--- config.mk ---
export PLATFORM = sky130hd
export DESIGN_NAME = file_op_exec
export DESIGN_NICKNAME = d
export VERILOG_FILES = /design/src/rtl/file_op_exec.sv
export SDC_FILE = /design/constraint.sdc
export NUM_CORES = 1
export LEC_CHECK = 0
export ABC_AREA = 1
export ABC_CLOCK_PERIOD_IN_PS = 2400
export BUFFER_PORTS_ARGS = -buffer_cell sky130_fd_sc_hd__buf_4
export CORE_MARGIN = 4
export CORE_UTILIZATION = 52
export DETAILED_ROUTE_END_ITERATION = 8
export MAX_ROUTING_LAYER = met4
export PLACE_DENSITY_LB_ADDON = 0.1
export SLEW_MARGIN = 20
export SYNTH_ARGS = -nofsm -noshare
export SYNTH_HDL_FRONTEND = slang
export SYNTH_SLANG_ARGS = --single-unit
--- constraint.sdc ---
create_clock -name clk -period 2.4 [get_ports clk]
set_input_delay 0.12 -clock clk [delete_from_list [all_inputs] [get_ports clk]]
set_output_delay 0.12 -clock clk [all_outputs]
set_load 0.005 [all_outputs]
--- src/rtl/file_op_exec.sv ---
// Byte-oriented file-register instruction executor: fetches operand, computes,
// and writes back to the register file or W over a fixed four-state sequence.
//   state | meaning
//   IDLE  | ready for a new instruction
//   RD    | drive effective address, latch operand
//   EX    | compute result, flags, write/skip decisions
//   WB    | commit to register file or W, pulse done
module file_op_exec (
  input  logic        clk,
  input  logic        rst,
  input  logic        instr_valid,
  input  logic [11:0] instr,
  output logic        instr_ready,
  input  logic [4:0]  fsr,
  input  logic [7:0]  f_out_data,
  input  logic        C,
  output logic [4:0]  f_adrs,
  output logic        f_wr,
  output logic [7:0]  f_in_data,
  output logic        C_new,
  output logic        DC_new,
  output logic        Z_new,
  output logic        C_en,
  output logic        DC_en,
  output logic        Z_en,
  output logic [7:0]  W,
  output logic        skip,
  output logic        done
);

  typedef enum logic [1:0] {IDLE, RD, EX, WB} state_t;

  state_t      state;
  logic [11:0] instr_q;
  logic [4:0]  eff_adr;
  logic [7:0]  operand, result;
  logic        c_q, dc_q, z_q;
  logic        c_en_q, dc_en_q, z_en_q;
  logic        f_wr_q, w_wr_q, skip_q, done_q;

  logic [5:0]  op;
  logic        d;
  logic [4:0]  ea_rd;
  logic [8:0]  add9, sub9;
  logic [4:0]  add5, sub5;

  logic [7:0]  res_n;
  logic        c_n, dc_n, c_e, dc_e, z_e, wr_n, skp_n;

  assign op    = instr_q[11:6];
  assign d     = instr_q[5];
  assign ea_rd = (instr_q[4:0] == 5'd0) ? fsr : instr_q[4:0];

  // Subtraction is two's complement add; carry out means "no borrow".
  assign add9 = {1'b0, operand} + {1'b0, W};
  assign add5 = {1'b0, operand[3:0]} + {1'b0, W[3:0]};
  assign sub9 = {1'b0, operand} + {1'b0, ~W} + 9'd1;
  assign sub5 = {1'b0, operand[3:0]} + {1'b0, ~W[3:0]} + 5'd1;

  always_comb begin
    res_n = operand;
    c_n   = 1'b0;
    dc_n  = 1'b0;
    c_e   = 1'b0;
    dc_e  = 1'b0;
    z_e   = 1'b0;
    wr_n  = 1'b1;
    skp_n = 1'b0;
    case (op)
      6'b000000: begin res_n = W; wr_n = d; end
      6'b000001: begin res_n = 8'h00; z_e = 1'b1; end
      6'b000010: begin
        res_n = sub9[7:0]; c_n = sub9[8]; dc_n = sub5[4];
        c_e = 1'b1; dc_e = 1'b1; z_e = 1'b1;
      end
      6'b000011: begin res_n = operand - 8'd1; z_e = 1'b1; end
      6'b000100: begin res_n = operand | W; z_e = 1'b1; end
      6'b000101: begin res_n = operand & W; z_e = 1'b1; end
      6'b000110: begin res_n = operand ^ W; z_e = 1'b1; end
      6'b000111: begin
        res_n = add9[7:0]; c_n = add9[8]; dc_n = add5[4];
        c_e = 1'b1; dc_e = 1'b1; z_e = 1'b1;
      end
      6'b001000: z_e = 1'b1;
      6'b001001: begin res_n = ~operand; z_e = 1'b1; end
      6'b001010: begin res_n = operand + 8'd1; z_e = 1'b1; end
      6'b001011: begin res_n = operand - 8'd1; skp_n = (res_n == 8'h00); end
      6'b001100: begin res_n = {C, operand[7:1]}; c_n = operand[0]; c_e = 1'b1; end
      6'b001101: begin res_n = {operand[6:0], C}; c_n = operand[7]; c_e = 1'b1; end
      6'b001110: res_n = {operand[3:0], operand[7:4]};
      6'b001111: begin res_n = operand + 8'd1; skp_n = (res_n == 8'h00); end
      default:   wr_n = 1'b0;
    endcase
  end

  always_ff @(posedge clk) begin
    if (rst) begin
      state   <= IDLE;
      instr_q <= '0;
      eff_adr <= '0;
      operand <= '0;
      result  <= '0;
      c_q     <= 1'b0;
      dc_q    <= 1'b0;
      z_q     <= 1'b0;
      c_en_q  <= 1'b0;
      dc_en_q <= 1'b0;
      z_en_q  <= 1'b0;
      f_wr_q  <= 1'b0;
      w_wr_q  <= 1'b0;
      skip_q  <= 1'b0;
      done_q  <= 1'b0;
      W       <= '0;
    end else begin
      case (state)
        IDLE: if (instr_valid) begin
          instr_q <= instr;
          state   <= RD;
        end
        RD: begin
          eff_adr <= ea_rd;
          operand <= f_out_data;
          state   <= EX;
        end
        EX: begin
          result  <= res_n;
          c_q     <= c_n;
          dc_q    <= dc_n;
          z_q     <= (res_n == 8'h00);
          c_en_q  <= c_e;
          dc_en_q <= dc_e;
          z_en_q  <= z_e;
          // Indirect access through FSR=0 must never write address 0.
          f_wr_q  <= wr_n & d & (eff_adr != 5'd0);
          w_wr_q  <= wr_n & ~d;
          skip_q  <= skp_n;
          done_q  <= 1'b1;
          state   <= WB;
        end
        default: begin
          if (w_wr_q) W <= result;
          c_en_q  <= 1'b0;
          dc_en_q <= 1'b0;
          z_en_q  <= 1'b0;
          f_wr_q  <= 1'b0;
          w_wr_q  <= 1'b0;
          skip_q  <= 1'b0;
          done_q  <= 1'b0;
          state   <= IDLE;
        end
      endcase
    end
  end

  assign instr_ready = (state == IDLE) & ~rst;
  assign f_wr        = f_wr_q & ~rst;
  assign done        = done_q & ~rst;
  assign skip        = skip_q & ~rst;
  assign C_en        = c_en_q & ~rst;
  assign DC_en       = dc_en_q & ~rst;
  assign Z_en        = z_en_q & ~rst;
  assign C_new       = c_q;
  assign DC_new      = dc_q;
  assign Z_new       = z_q;
  assign f_in_data   = (!rst && state == WB) ? result : 8'h00;

  always_comb begin
    f_adrs = 5'd0;
    if (!rst) begin
      case (state)
        RD:      f_adrs = ea_rd;
        EX, WB:  f_adrs = eff_adr;
        default: f_adrs = 5'd0;
      endcase
    end
  end

endmodule

==> metrics.cfg, run 1 <==
[route]
drt-total-wl_um=15730
drt-pass1-iter-count=5
viasPerCell=5.815
post_drt_wl_per_cell_um=17.68
drc=0
vias=5175
drt_iter0_markers=489
ant_nets=0

[flow_run]
cap_violations=0

[critical_path]
r2r-start=W[0]
cp_top_family=simple AND/OR/NAND/NOR gates
worstSetupStartpoint=W[0]
max_stage_delay_ps=390
worstPathArrival_ps=2520
cp_slowest_cell=fa_2
crit_chain=ha_1 > fa_2 > nand3_1 > nand2_1 > nand3_1 > nand2_1 > nor2_1 > nand2_1 > nor3_2 > nand2_1 > nor2_1 > nand3_1 > a21oi_1
start_kind=register
path_common_cell=nand2_1
worstSetupPathType=reg2reg
cp_num_buf_inv=0
crit_required_ps=2670
crit_path_end_kind=register
crit_fanout=4

[sta]
slew_violations=0
fin_skew_ps=14.78
rsz0062_at_grt=no
relSlewSlack=0.5709
worst_slew_pin_slew_ps=635.3
period_share=0.9363
max_clock_freq_mhz=445.0
finalHoldViolCount=0
finalSetupViolCount=0
setup_tns_ps=0
setup_slack_ps=153.0
period_needed_ps=2247

[clocking]
cts.sinks=53
cts_resized=0
hold_buffers=0
postCtsSetupBuffers=0
root_buffer=clkbuf_8
cts_made_buffers=5
cts_buffer_depth=2
htree_levels=2
cts_tree=done
clk-insertion-delay-late_ps=320
clk_pin_slew_ps=120

[pwr]
pwr-share-seq=0.266
p_switching_w=0.002414
swShare=0.5129
power_frac_comb=0.612
p_int_w=0.002293
irDropWorstVdd_v=0.0006044
p_clk_frac=0.122
p_leak_nw=2.508
power_density_nw_per_um2=913.9

[die]
die_h_um=99.01
fp.dieW_um=99.01
start_util=0.5460
core_sq_um=7888
rows=32
dieArea_sq_um=9802
io_pins=60

[final_layout]
syn2layout_area_growth_pct=19.61
fin_nets=852
drive_gt1_frac=0.1586
final_util=0.6531
final_cell_mix=169 x nand2_1, 105 x nor2_1, 91 x inv_1
diodes=0
layout_commonest_cell=nand2_1

[grt]
gr-total-overflow=0
antenna_found_initial=0
grt_pass1_wl_um=25220
grt_pass1_vias=4923
grt_start_max_net_pins=25
grtUsageTotal=0.3322

[synthesis]
synth_cell_types=40
ys_warn_count=0
ys_seq_area_frac=0.2464
yosys.area.top_type_share=0.2464
synthCells=716
synth_area_per_cell_sq_um=6.015
synth_nets=781
synthTopCellsByArea=dfxtp_1 25%, nand2_1 15%, ha_1 9.9%, nor2_1 9.3%, inv_1 7.9%
synthesis.area_sq_um=4307
synth.largest_area_cell=dfxtp_1
synth_seq_cells=53

[placement]
gp_congestion=1.047
hpwl_um=12540
post-place-ws_ps=142.9
portBuffers=59

[min_path]
hold_class=in2reg
hold_start=instr[8]

[run_status]
status=finished, final reports clean

## cells in the mapped netlist
cell       count
nand3b_1       3
o31ai_1        1
o21ai_1        3
o41ai_1        1
a22oi_1        1
o22ai_1        2
ha_1          34
nand2_2        2
a221o_1        1
nor2_1       107
clkinv_1       1
buf_2          6
inv_1         91
nand2_1      169
o211ai_1       5
dfxtp_1       53
a41oi_2        1
a2111oi_0      1
clkbuf_1      17
o221ai_1       1
nand4_1       11
or2_2          1
xor2_1         4
nor2_2         5
nand3_1       63
nor3b_1        2
a211oi_1       2
a221oi_1       1
o21ai_0       43
inv_2          7
o21a_1         1
and2_1         1
or4_1          1
xnor2_1        2
nand3_2        1
nor3_1         3
nor4_1         2
a22o_1         1
fa_1           2
a21oi_1       63
## metrics by stage
step,hold slack (ps),std cells,cell area (sq um),power (W)
6_report,78.80,890,5151,0.004708
5_1_grt,88.75,890,5151,0.005045
4_1_cts,76.38,890,5090,0.004561
3_5_place_dp,408.5,882,4994,0.003990
3_3_place_gp,394.7,882,4994,0.003937
2_1_floorplan,311.5,716,4307,0.003027
## final timing paths
kind,end,slack (ps),depth (start not counted)
setup reg to reg,Z_new,150,13
setup / recovery,Z_new,150,13
hold / removal,instr_q[8],80,3
hold reg to reg,result[7],490,2
## cells by family after synthesis
| group | count (synthesis) | share of synthesized area |
|---|---|---|
| AOI/OAI and AO/OA | 128 | 0.1633 |
| DFF | 53 | 0.2464 |
| buffers and inverters | 122 | 0.1081 |
| and+or+nand+nor | 371 | 0.3620 |
| adders and majority gates | 36 | 0.1081 |
| xor gates and xnor gates | 6 | 0.01220 |
## power groups by stage
stage	Clock, W	Sequential, W	Combinational, W
finish	0.000573	0.00125	0.00288
global route	0.000614	0.00127	0.00316
CTS	0.000574	0.00124	0.00274
detailed placement	0	0.00126	0.00273
global placement	0	0.00124	0.00269
floorplan	0	0.00126	0.00177
## worst register-to-register path, cell delays in order (launching register included)
cell and delay (ps):
dfxtp_2 350, ha_1 260, fa_2 390, nand3_1 80, nand2_1 140, nand3_1 120
nand2_1 100, nor2_1 130, nand2_1 80, nor3_2 170, nand2_1 90, nor2_1 90
nand3_1 80, a21oi_1 110
## area by class of cell
cell class                      count  area [sq um]
Multi-Input combinational cell    541          2836
Fill cell                         733          2736
Sequential cell                    53          1066
Timing Repair Buffer               87         653.1
Inverter                           99         371.6
Tap cell                          102         127.6
Clock buffer                        6         82.58
Clock inverter                      2         13.76
## per-layer routing
| layer | GRT usage | routed length, um |
|---|---|---|
| met5 | - | 0 |
| met4 | 0.1345 | 680 |
| met3 | 0.05945 | 1592 |
| met1 | 0.4302 | 6467 |
| met2 | 0.5108 | 6992 |
## state kept, by name (all words and copies together) (netlist names)
name,count
operand,8
instr_q,12
dc_en_q,1
w_wr_q,1
eff_adr,5
c_en_q,1
state,2
W,8
done_q,1
z_en_q,1
result,8
DC_new,1
Z_new,1
skip_q,1
f_wr_q,1
C_new,1
Power figures use the tool's default switching activity.
==> run 2, diff against run 1 <==
--- a/config.mk
+++ b/config.mk
@@ -13,6 +13,7 @@
 export DETAILED_ROUTE_END_ITERATION = 8
 export MAX_ROUTING_LAYER = met4
 export PLACE_DENSITY_LB_ADDON = 0.1
+export SETUP_SLACK_MARGIN = 0.5
 export SLEW_MARGIN = 20
 export SYNTH_ARGS = -nofsm -noshare
 export SYNTH_HDL_FRONTEND = slang
==> run 2 against run 1 <==
Worst hold slack got worse by 9.8 ps. Largest power group unchanged. Global-route usage rose by 1.2 points. Count of clock-buffer cells in the layout is 1 lower. Final area is 16% higher. Sequential share of layout area is 2.3 points lower. Sequential cell count did not move. Utilization rose by 10 points.
==> metrics.cfg, run 2 (synthesis results as in run 1) <==
[clocking]
root_buffer=clkbuf_8  ; unchanged
hold_buffers=0  ; unchanged
clk-insertion-delay-late_ps=330  ; was 320 ps
cts_buffer_depth=2  ; unchanged
htree_levels=2  ; unchanged
cts.sinks=53  ; unchanged
cts_made_buffers=5  ; unchanged
clk_pin_slew_ps=110  ; was 120 ps
cts_tree=done  ; unchanged

[min_path]
hold_class=in2reg  ; unchanged

[critical_path]
crit_fanout=9  ; was 4
start_kind=register  ; unchanged
worstPathArrival_ps=2540  ; was 2520 ps
crit_path_end_kind=register  ; unchanged
crit_required_ps=2660  ; was 2670 ps
worstSetupPathType=reg2reg  ; unchanged

[route]
viasPerCell=5.877  ; was 5.815
drt-total-wl_um=17430  ; was 15730 um
post_drt_wl_per_cell_um=18.80  ; was 17.68 um
drt-pass1-iter-count=8  ; was 5
ant_nets=0  ; unchanged
drc=0  ; unchanged
drt_iter0_markers=606  ; was 489
vias=5448  ; was 5175

[final_layout]
final_util=0.7576  ; was 0.6531
regArea_sq_um=1101  ; was 1066 sq um
regMostFlops=instr_q  ; unchanged
diodes=0  ; unchanged
largest_reg_flops=12  ; unchanged
multi_input_area_sq_um=3271  ; was 2836 sq um
layout_commonest_cell=nand2_1  ; unchanged
syn2layout_area_growth_pct=38.76  ; was 19.61%
final_cell_mix=154 x nand2_1, 111 x buf_4, 86 x nor2_1  ; was 169 x nand2_1, 105 x nor2_1, 91 x inv_1
fin_nets=889  ; was 852
fillers=608  ; was 733
fin_area_sq_um=5976  ; was 5151 sq um
drive_gt1_frac=0.3236  ; was 0.1586

[placement]
gp_congestion=1.059  ; was 1.047
portBuffers=59  ; unchanged
placed_area_sq_um=5050  ; was 4994 sq um
hpwl_um=12670  ; was 12540 um

[die]
fp.dieW_um=99.01  ; unchanged
rows=32  ; unchanged
io_pins=60  ; unchanged
core_sq_um=7888  ; unchanged
start_util=0.5460  ; unchanged
dieArea_sq_um=9802  ; unchanged
die_h_um=99.01  ; unchanged

[sta]
slew_violations=0  ; unchanged
setup_tns_ps=0  ; unchanged
period_needed_ps=2273  ; was 2247 ps
worst_slew_pin_slew_ps=687.5  ; was 635.3 ps
fin_skew_ps=13.83  ; was 14.78 ps
max_clock_freq_mhz=440.0  ; was 445.0 MHz
finalHoldViolCount=0  ; unchanged
relSlewSlack=0.5406  ; was 0.5709
finalSetupViolCount=0  ; unchanged
rsz0062_at_grt=yes  ; was no
period_share=0.9471  ; was 0.9363

[grt]
gr-total-overflow=0  ; unchanged
antenna_found_initial=0  ; unchanged
grt_pass1_vias=4916  ; was 4923
grt_pass1_wl_um=26190  ; was 25220 um
grtUsageTotal=0.3445  ; was 0.3322
grt_start_max_net_pins=25  ; unchanged

[pwr]
p_leak_nw=2.784  ; was 2.508 nW
power_density_nw_per_um2=948.4  ; was 913.9 nW/um^2
irDropWorstVdd_v=0.0005314  ; was 0.0006044 V

[run_status]
status=finished, final reports clean  ; unchanged

[flow_run]
cap_violations=0  ; unchanged

[run 2: cell count changes in the layout (fill, tap and decap cells not counted), sizes merged]
cell	before	now
buf	87	122
clkinvlp	0	3
inv	98	96
bufinv	0	1
clkbuf	6	7
clkinv	3	2
[run 2: area by class of cell]
class,count,share of cell area
Inverter,99,0.06575
Timing Repair Buffer,124,0.1625
Clock buffer,5,0.01152
Tap cell,102,0.02136
Sequential cell,53,0.1843
Multi-Input combinational cell,541,0.5473
Clock inverter,3,0.007328
[run 2: metal layers]
metal  wire (um)  GRT usage
met1        7001     0.4651
met2        7989     0.5243
met3        1808    0.06016
met4         633     0.1071
met5           0          -
[run 2: worst max-delay path, cell delays in order, from the launching register on]
cell and delay, ps:
dfxtp_4 410, clkinv_4 70, buf_4 170, ha_2 230, inv_1 60, nand2_1 50, nand2_1 80, nor2_1 70
nor2_1 140, nand3_1 110, nor2_2 170, nand2_1 70, nor2_1 110, nand2_1 80, nor2_1 140, nand3_1 120
a21oi_1 130
[run 2: what timing repair did]
| action | CTS | global route |
|---|---|---|
| endpoints found under the setup margin | 16 | 18 |
| buffers inserted | 15 | 20 |
| pin swaps | 23 | 46 |
| gates resized for setup | 56 | 103 |
[run 2: path summary, 6_finish.rpt]
kind | from | endpoint | slack, ps | cells after the start
max | operand[0] | Z_new | 130 | 16
min | instr[3] | instr_q[3] | 70 | 3
max reg2reg | operand[0] | Z_new | 130 | 16
min reg2reg | eff_adr[1] | eff_adr[1] | 490 | 2
[run 2: stage by stage]
stage | total power (W) | worst slack (ps) | instances | hold WS (ps)
floorplan | 0.003094 | 478.0 | 716 | 311.5
global placement | 0.004017 | 192.0 | 884 | 395.0
detailed placement | 0.004068 | 135.2 | 884 | 410.6
CTS | 0.004987 | 261.5 | 907 | 79.31
global route | 0.005966 | 77.54 | 927 | 83.84
finish | 0.005667 | 127.1 | 927 | 69.01
[run 2: where the power goes]
part | internal (W) | switching (W) | total, W
Combinational | 0.00138 | 0.00231 | 0.00370
Clock | 0.000314 | 0.000360 | 0.000674
Sequential | 0.00111 | 0.000191 | 0.00130
Total | 0.00280 | 0.00286 | 0.00567
